### src/rtl/aes_key_schedule.sv
`default_nettype none
// ============================================================================
// Module   : aes_key_schedule
// Brief    : Iterative AES-128 key expansion into an 11x128 round-key file,
//            followed by forward/reverse round-key streaming per Start.
// Revision : 1.0 - initial release
// ============================================================================
`ifndef AES_BLOCK_SIZE
`define AES_BLOCK_SIZE 128
`endif

module aes_key_schedule #(
  parameter int NUM_ROUNDS = 10
) (
  input  logic                       Clk,
  input  logic                       Rst_n,
  input  logic                       Key_valid,
  output logic                       Key_ready,
  input  logic [`AES_BLOCK_SIZE-1:0] Key,
  output logic                       Key_loaded,
  input  logic                       Start_valid,
  output logic                       Start_ready,
  input  logic                       Encrypt,
  output logic                       Round_key_valid,
  input  logic                       Round_key_ready,
  output logic [`AES_BLOCK_SIZE-1:0] Round_key,
  output logic [3:0]                 Round_key_idx,
  output logic                       Round_key_last
);

  localparam logic [1:0] ST_IDLE   = 2'd0;
  localparam logic [1:0] ST_EXPAND = 2'd1;
  localparam logic [1:0] ST_READY  = 2'd2;
  localparam logic [1:0] ST_STREAM = 2'd3;

  localparam logic [3:0] LAST_IDX = 4'(NUM_ROUNDS);
  // Counter value meaning "rk[NUM_ROUNDS] has been written"
  localparam logic [3:0] DONE_CNT = 4'(NUM_ROUNDS + 1);

  logic [1:0]   state;
  logic [1:0]   state_nxt;
  logic [127:0] rk [0:NUM_ROUNDS];
  logic [127:0] cur_key;
  logic [127:0] next_key;
  logic [3:0]   round_cnt;
  logic [3:0]   idx;
  logic         enc_latched;
  logic         key_hs;
  logic         start_hs;
  logic         rk_hs;
  logic         stream_last;
  logic         expand_en;
  logic [31:0]  rot_word;
  logic [31:0]  sub_word;
  logic [31:0]  temp;
  logic [31:0]  nw0, nw1, nw2, nw3;
  logic [7:0]   rcon;

  // GF(2^8) multiply modulo x^8+x^4+x^3+x+1
  function automatic logic [7:0] gf_mul(input logic [7:0] a, input logic [7:0] b);
    logic [7:0] p;
    logic [7:0] x;
    p = 8'h00;
    x = a;
    for (int i = 0; i < 8; i++) begin
      if (b[i]) p = p ^ x;
      x = {x[6:0], 1'b0} ^ (x[7] ? 8'h1b : 8'h00);
    end
    return p;
  endfunction

  // Forward S-box: multiplicative inverse (x^254, maps 0 to 0) then affine map
  function automatic logic [7:0] sbox(input logic [7:0] x);
    logic [7:0] sq;
    logic [7:0] inv;
    sq  = x;
    inv = 8'h01;
    for (int i = 1; i < 8; i++) begin
      sq  = gf_mul(sq, sq);
      inv = gf_mul(inv, sq);
    end
    return inv ^ {inv[6:0], inv[7]} ^ {inv[5:0], inv[7:6]} ^
           {inv[4:0], inv[7:5]} ^ {inv[3:0], inv[7:4]} ^ 8'h63;
  endfunction

  assign key_hs      = Key_valid & Key_ready;
  assign start_hs    = Start_valid & Start_ready;
  assign rk_hs       = Round_key_valid & Round_key_ready;
  assign stream_last = enc_latched ? (idx == LAST_IDX) : (idx == 4'd0);
  assign expand_en   = (state == ST_EXPAND) && (round_cnt != DONE_CNT);

  // Key expansion step: derive the next round key from the previous one
  assign rot_word = {cur_key[23:0], cur_key[31:24]};

  genvar gi;
  generate
    for (gi = 0; gi < 4; gi++) begin : g_sbox
      assign sub_word[gi*8 +: 8] = sbox(rot_word[gi*8 +: 8]);
    end
  endgenerate

  // Round constant for the key currently being produced
  always_comb begin
    rcon = 8'h00;
    case (round_cnt)
      4'd1:    rcon = 8'h01;
      4'd2:    rcon = 8'h02;
      4'd3:    rcon = 8'h04;
      4'd4:    rcon = 8'h08;
      4'd5:    rcon = 8'h10;
      4'd6:    rcon = 8'h20;
      4'd7:    rcon = 8'h40;
      4'd8:    rcon = 8'h80;
      4'd9:    rcon = 8'h1b;
      4'd10:   rcon = 8'h36;
      default: rcon = 8'h00;
    endcase
  end

  assign temp     = sub_word ^ {rcon, 24'h000000};
  assign nw0      = cur_key[127:96] ^ temp;
  assign nw1      = cur_key[95:64]  ^ nw0;
  assign nw2      = cur_key[63:32]  ^ nw1;
  assign nw3      = cur_key[31:0]   ^ nw2;
  assign next_key = {nw0, nw1, nw2, nw3};

  // State register
  always_ff @(posedge Clk) begin
    if (!Rst_n) state <= ST_IDLE;
    else        state <= state_nxt;
  end

  // Next-state decode; a key load in READY takes priority over Start
  always_comb begin
    state_nxt = state;
    case (state)
      ST_IDLE:   if (key_hs) state_nxt = ST_EXPAND;
      ST_EXPAND: if (round_cnt == DONE_CNT) state_nxt = ST_READY;
      ST_READY: begin
        if (key_hs)        state_nxt = ST_EXPAND;
        else if (start_hs) state_nxt = ST_STREAM;
      end
      ST_STREAM: if (rk_hs && stream_last) state_nxt = ST_READY;
      default:   state_nxt = ST_IDLE;
    endcase
  end

  // Output decode from state and registered stream pointer
  always_comb begin
    Key_ready       = Rst_n & ((state == ST_IDLE) | (state == ST_READY));
    Start_ready     = Rst_n & (state == ST_READY) & ~Key_valid;
    Key_loaded      = (state == ST_READY) | (state == ST_STREAM);
    Round_key_valid = (state == ST_STREAM);
    Round_key       = '0;
    Round_key_idx   = 4'd0;
    Round_key_last  = 1'b0;
    if (state == ST_STREAM) begin
      Round_key      = rk[idx];
      Round_key_idx  = idx;
      Round_key_last = stream_last;
    end
  end

  // Expansion counter, stream direction and stream index
  always_ff @(posedge Clk) begin
    if (!Rst_n) begin
      round_cnt   <= 4'd0;
      idx         <= 4'd0;
      enc_latched <= 1'b0;
    end else begin
      if (key_hs)         round_cnt <= 4'd1;
      else if (expand_en) round_cnt <= round_cnt + 4'd1;

      if (start_hs) begin
        enc_latched <= Encrypt;
        idx         <= Encrypt ? 4'd0 : LAST_IDX;
      end else if (rk_hs && !stream_last) begin
        idx <= enc_latched ? (idx + 4'd1) : (idx - 4'd1);
      end
    end
  end

  // Round-key file; contents are meaningless until a full expansion completes
  always_ff @(posedge Clk) begin
    if (key_hs) begin
      rk[0]   <= Key;
      cur_key <= Key;
    end else if (expand_en) begin
      rk[round_cnt] <= next_key;
      cur_key       <= next_key;
    end
  end

endmodule

`default_nettype wire

### config.mk
export PLATFORM = sky130hd
export DESIGN_NAME = aes_key_schedule
export DESIGN_NICKNAME = d
export VERILOG_FILES = /design/src/rtl/aes_key_schedule.sv
export SDC_FILE = /design/constraint.sdc
export NUM_CORES = 2
export LEC_CHECK = 0
export CAP_MARGIN = 20
export CORE_MARGIN = 8
export CORE_UTILIZATION = 45
export CTS_CLUSTER_SIZE = 25
export DETAILED_ROUTE_END_ITERATION = 10
export SKIP_CTS_REPAIR_TIMING = 1
export SLEW_MARGIN = 20
export SYNTH_ARGS = -nofsm -noshare
export SYNTH_HDL_FRONTEND = slang
export SYNTH_SLANG_ARGS = --single-unit
### constraint.sdc
create_clock -name Clk -period 40.9 [get_ports Clk]
set_input_delay 6.135 -clock Clk [delete_from_list [all_inputs] [get_ports Clk]]
set_output_delay 6.135 -clock Clk [all_outputs]
set_load 0.02 [all_outputs]
# After elaboration in Yosys (flattened, before gate mapping)
# Memories as Yosys holds them, arrays and structs flattened. A register that Yosys moved wholly into a read port is not among the register bits.
# Index checks and enable logic that the tools add are counted.
# Widths: inputs -> output; s select.
totals:
  romBits: 128
  output_inout_bits: 137
  ram_bits: 1408
  in_bits: 134
  reg_bits: 139
  word_cells: 1663
  mem_count: 2
memory_table:
  columns: ["memory", "depth", "width", "read_ports", "rd_clocked_by_memory_dff", "write_ports", "line_no", "rtl"]
  rows:
  - ["rk", 11, 128, 1, 1, 1, "42", "logic [127:0] rk [0:NUM_ROUNDS];"]
  - ["(no name shown)", 16, 8, 1, 0, 0, "105", "case (round_cnt)"]
classes:
  n_addsub: 3
  n_reduce_logical: 11
  muxes: 840
  eq_ne: 10
  bitwise_logic: 791
ops:
  columns: ["operator", "count"]
  rows:
  - ["$mux 8", 420]
  - ["$xor 8x8->8", 380]
  - ["$xor 8x5->8", 364]
  - ["$mux 5", 368]
  - ["$mux 128", 4]
  - ["$xor 32x32->32", 5]
  - ["$reduce_or 128->1", 1]
  - ["$mux 4", 12]
  - ["$mux 7", 4]
  - ["$not 1->1 const A", 28]
  - ["$mux 6", 4]
  - ["$mux 2", 9]
  - ["$not 4->4", 4]
  - ["$mux 1", 14]
  - ["$mux 3", 4]
  - ["$add 4x1->4 const B", 2]
  - ["$eq 4x4->1 const B", 2]
  - ["$pmux 2 s4", 1]
  - ["$and 1x1->1", 6]
  - ["$eq 2x2->1 const B", 2]
  - ["$logic_not 4->1", 1]
  - ["$ne 2x1->1 const B", 2]
  - ["$ne 4x4->1 const B", 1]
  - ["$reduce_and 4->1", 1]
  - ["11 further kinds", 16]

# Logic depth before layout (Yosys ltp)
depth:
  ltp_word: 139
  ltp_mapped: 66
  mapped_depth_nobuf: 58

# Worst setup path after synthesis
# No wires, ideal clock.
synth_timing:
  kind: "register to register"
  from: "register cur_key[16]"
  to: "memory rk[0][27] (data pin)"
  path_stages_with_launch: 62
  t_arrival_ps: 15749
  path_buffers: 5
  setup_slack_ps: 24836
  setup_ps: 314
  period_less_slack_ps: 16064
  t_required_ps: 40586
  cell_sequence: "edfxtp_1 > ha_1 > mux2i_1 > xnor3_1 > xnor3_1 > xnor2_2 > inv_2 > ha_1 > clkbuf_1 > xor2_1 > xor2_1 > nor2_1 > xnor2_1 > xnor2_1 > xnor2_1 > xnor2_1 > o21a_1 > a211o_1 > [... 26 more ...] > or3_1 > o211ai_1 > mux2_2 > nand4_1 > nand2_1 > and2_1 > clkbuf_1 > xnor2_2 > xnor3_1 > xnor2_1 > or3_1 > a22o_1 > a31oi_1 > xnor2_1 > xnor3_2 > xnor2_1 > a311o_1 > a222oi_1"
synth_between:
  elab_chain_cells: 134
  word_cells_on_any_way: 388
  classes_between: "mux (197); bitwise (191)"
synth_lines:
  columns: ["item", "line_no", "rtl"]
  rows:
  - ["start: declaration", "43", "logic [127:0] cur_key;"]
  - ["start signal: assignment", "187", "cur_key <= Key;"]
  - ["start signal: assignment", "190", "cur_key <= next_key;"]
  - ["$mux 8", "66", "if (b[i]) p = p ^ x;"]
  - ["$xor 8x8->8", "66", null]
  - ["$mux 8", "66", null]
  - ["$xor 8x8->8", "66", null]
  - ["$mux 8", "66", null]
  - ["$xor 8x8->8", "66", null]
  - ["$mux 8", "66", null]
  - ["$xor 8x8->8", "66", null]
  - ["[... 116 more ...]", null, null]
  - ["$xor 8x8->8 (3 in a row)", "82", "return inv ^ {inv[6:0], inv[7]} ^ {inv[5:0], inv[7:6]} ^"]
  - ["$xor 8x8->8 *", "83", "{inv[4:0], inv[7:5]} ^ {inv[3:0], inv[7:4]} ^ 8'h63;"]
  - ["$xor 32x32->32 *", "120", "assign temp = sub_word ^ {rcon, 24'h000000};"]
  - ["$xor 32x32->32 *", "121", "assign nw0 = cur_key[127:96] ^ temp;"]
  - ["$xor 32x32->32 *", "122", "assign nw1 = cur_key[95:64] ^ nw0;"]
  - ["$xor 32x32->32 *", "123", "assign nw2 = cur_key[63:32] ^ nw1;"]
  - ["$xor 32x32->32 *", "124", "assign nw3 = cur_key[31:0] ^ nw2;"]
  - ["$mux 128 (no line) *", null, null]
  - ["end: declaration", "42", null]
# Mark *: on every way between the ends. The rest lies on a longest branch, timed or not.

# Worst setup path after layout
layout_timing:
  from: "register cur_key[31]"
  to: "memory rk[4][35] (data pin)"
layout_between:
  elab_chain_cells: 133
  word_cells_on_any_way: 390
  classes_between: "mux (200); bitwise (190)"
layout_lines:
  columns: ["item", "line_no"]
  rows:
  - ["$mux 5 / $mux 8 (equally long branches)", "67, 66"]
  - ["$xor 8x5->8 / $xor 8x8->8 (equally long branches)", "67, 66"]
  - ["$xor 8x8->8 / $mux 8 (equally long branches)", "66"]
  - ["$mux 8 / $xor 8x8->8 (equally long branches)", "66"]
  - ["$xor 8x8->8 / $mux 8 (equally long branches)", "66"]
  - ["$mux 8 / $xor 8x8->8 (equally long branches)", "66"]
  - ["$xor 8x8->8 / $mux 8 (equally long branches)", "66"]
  - ["$mux 8 / $xor 8x8->8 (equally long branches)", "66"]
  - ["[... 115 more ...]", null]
  - ["$mux 8 *", "66"]
  - ["$xor 8x8->8 (3 in a row)", "82"]
  - ["$xor 8x8->8 *", "83"]
  - ["$xor 32x32->32 *", "120"]
  - ["$xor 32x32->32 *", "121"]
  - ["$xor 32x32->32 *", "122"]
  - ["$xor 32x32->32 *", "123"]
  - ["$mux 128 (no line) *", null]
# Marks and branches as above.

==> metrics.cfg <==
[timing]
setup_ws_ps = 20050
finalSetupViolCount = 0
worst_slew_pin_slew_ps = 1160
slew_violations = 0
fmax_mhz = 48.0
final_hold_viol_count = 0
relSlewSlack_pct = 22.4
timing.final.crit_share_pct = 51.0
finalCriticalPeriod_ps = 20850
fin_tns_setup_ps = 0
finClkSkew_ps = 55.2
rsz0062_at_grt = no

[floorplanning]
die-area_um2 = 280000
die_w_um = 529
fp.coreArea_um2 = 262000
initial_core_util_pct = 45.2
die_h_um = 529
ioPinCount = 271
rows = 188

[run_status]
outcome = complete, no violations

[yosys]
netlist_area_um2 = 118000
postSynth.asyncResetShare_pct = 0
synthCells = 11200
ys_ff_latch = 1551
synth_edf_count = 1536
yosysUniqueCellTypes = 120
syn_avg_cell_area_um2 = 10.5
synth_top_flop_cell = edfxtp_1
syn_nets = 11400
synth-seq-area-share_pct = 39.3
yosysWarnings = 0

[place]
dp_hpwl_um = 240000
gp_congestion = 0.906
pre_cts_ws_ps = 19830
place_inst = 14600
place.port_buffers = 270

[global_route]
grt_pass1_vias = 84500
grt_usage_pct = 24.7
antenna_found_initial = 27
grt_remaining_overflow = 0
grt_pass1_wl_um = 541000
grt_max_degree = 137

[clocking]
cts_buffers = 140
cts_max_level = 4
cts_tree = built
cts_buffer_depth = 3
clkTransAtPathRegs_ps = 60
clock_latency_ps = 790
clock_sinks = 1551
clockRootBuffer = clkbuf_16

[run]
max_cap_viol_count = 0

[route]
routed_wirelength_um = 359000
detailedRoute.firstPassIterationCount = 6
met1_length_um = 154000
drt-initial-drc-count = 8711
remaining_drc_errors = 0
dr_total_vias = 87900
viasPerCell = 5.90
wl_per_cell_um = 24.1
drtAntennaViolNets = 0
top_layer_used = met5
wl_met3_um = 22300
dr_wl_met2_um = 171000

[critical_path]
cp-start-kind = flip-flop
reg2reg_from = cur_key[31]$_DFFE_PP_
crit_path_end = rk[4][35]$_DFFE_PP_
cp_common_cell = xnor3_1
path_depth = 50
crit_buf_inv = 2
r2r_setup_slack_ps = 20050
slowest_stage = edfxtp_1
r2r-end = rk[4][35]$_DFFE_PP_
cp.required_ps = 41310
worst_setup_path_end_kind = flip-flop
startpoint = cur_key[31]$_DFFE_PP_
cp.arrival_ps = 21260
setup.worst_path.class = reg -> reg
max_stage_delay_ps = 1000
cp_max_fo = 22
r2r_cells = 50
crit_family = XOR/XNOR gates

[finish]
fin_nets = 11400
finalNonFillerCells = 14900
area_delta_synth_final_pct = 9.89
nFillCells = 23300
drive_gt1_share_pct = 10.6

[hold_path]
holdPathStages = 2
hold_path_class = reg -> reg

==> how the worst min path moves through the flow <==
stage / start / endpoint
detailed placement: enc_latched$_SDFFE_PN0P_ / enc_latched$_SDFFE_PN0P_
CTS: enc_latched$_SDFFE_PN0P_ / enc_latched$_SDFFE_PN0P_
finish: enc_latched$_SDFFE_PN0P_ / enc_latched$_SDFFE_PN0P_
floorplan: enc_latched$_SDFFE_PN0P_ / enc_latched$_SDFFE_PN0P_
global route: enc_latched$_SDFFE_PN0P_ / enc_latched$_SDFFE_PN0P_
global placement: enc_latched$_SDFFE_PN0P_ / enc_latched$_SDFFE_PN0P_
==> routing by layer <==
metal | up-vias | GRT usage (%)
li1 | 40400 | -
met1 | 43800 | 34.2
met2 | 3247 | 41.0
met3 | 455 | 2.50
met4 | 10 | 8.13
met5 | - | 0
==> tightest hold or removal path, delay by kind of cell (launching register included) <==
kind,cells,cell delay (ps)
compound gates,1,60
flops,1,350
simple gates,1,70
==> final cells by class <==
| type | count | area [um2] | share of cell area, % |
|---|---|---|---|
| diodes | 16 | 40.0 | 0.0308 |
| clock buffers | 162 | 3590 | 2.76 |
| clock inverters | 81 | 787 | 0.605 |
| inverters | 100 | 378 | 0.291 |
| multi-input cells | 8830 | 68900 | 53.0 |
| flip-flops and latches | 1551 | 46400 | 35.7 |
| well taps | 3515 | 4400 | 3.38 |
| repair buffers | 625 | 5420 | 4.17 |
==> sequential cells by signal (all words and copies together), names as in the netlist, named ones only <==
signal,flops
cur_key,128
state,2
round_cnt,4
idx,4
rk,1408
enc_latched,1
==> synthesized netlist by cell type (all sizes together) (33+ instances only) <==
library cell / number / area share (%)
xnor2: 1761 / 14
edfxtp: 1536 / 39
nor2: 1358 / 4.3
nand2: 1108 / 3.5
a21oi: 595 / 2.5
xor2: 541 / 4.2
clkbuf: 483 / 1.5
o21ai: 444 / 1.9
a211oi: 338 / 2.1
xnor3: 325 / 6.2
mux2i: 302 / 2.6
buf: 257 / 1.1
mux4: 257 / 4.9
nor3: 221 / 0.95
nor2b: 184 / 0.97
nand3: 153 / 0.65
o22ai: 120 / 0.64
inv: 87 / 0.28
o211ai: 81 / 0.52
nand2b: 73 / 0.39
a31oi: 72 / 0.39
mux2: 67 / 0.64
and2: 61 / 0.32
a22oi: 55 / 0.36
xor3: 55 / 1.1
and3: 40 / 0.21
or2: 39 / 0.21
o21a: 35 / 0.22
or3: 33 / 0.17
==> kinds of logic after synthesis <==
| kind of cell | count (synthesis) | synth area share [%] |
|---|---|---|
| AO/OA/AOI/OAI | 2128 | 11.6 |
| XOR/XNOR | 2682 | 25.5 |
| adder cells (fa/ha/maj) | 34 | 0.353 |
| buffers and inverters | 840 | 2.93 |
| flip-flops | 1551 | 39.3 |
| multiplexers | 626 | 8.09 |
| AND/OR/NAND/NOR | 3360 | 12.3 |
==> through the flow <==
step | hold WS [ps] | utilization [%] | area [um2]
after CTS | 519 | 49.6 | 130000
after global placement | 505 | 47.9 | 125000
final | 527 | 49.6 | 130000
after detailed placement | 510 | 47.9 | 125000
after floorplan | 483 | - | 118000
after global routing | 564 | 49.6 | 130000
==> layout by cell type, fill, tap and decap left out, drive strengths merged, types with 24 or more instances in the layout <==
cell,Yosys,routed
a221oi,32,32
mux4,257,257
nand2,1108,1108
nand3,153,153
o22ai,120,120
or3,33,33
o211ai,81,81
xnor2,1761,1761
a31oi,72,72
o21a,35,35
clkbuf,483,165
clkdlybuf4s50,0,270
o221ai,31,31
a22oi,55,55
nand4,25,25
buf,257,352
o21ai,444,444
xor3,55,55
a21oi,595,595
clkinv,13,76
xnor3,325,325
inv,87,96
nor3,221,221
nor2,1358,1358
and3,40,40
a211oi,338,338
and2,61,61
nand2b,73,73
edfxtp,1536,1536
ha,27,27
a211o,28,28
nor2b,184,184
o32ai,24,24
or2,39,39
mux2,67,67
xor2,541,541
mux2i,302,302
Power is left out: the tool's default activity adds up to more than one toggle a clock period on the data nets, which glitch-free logic cannot reach.
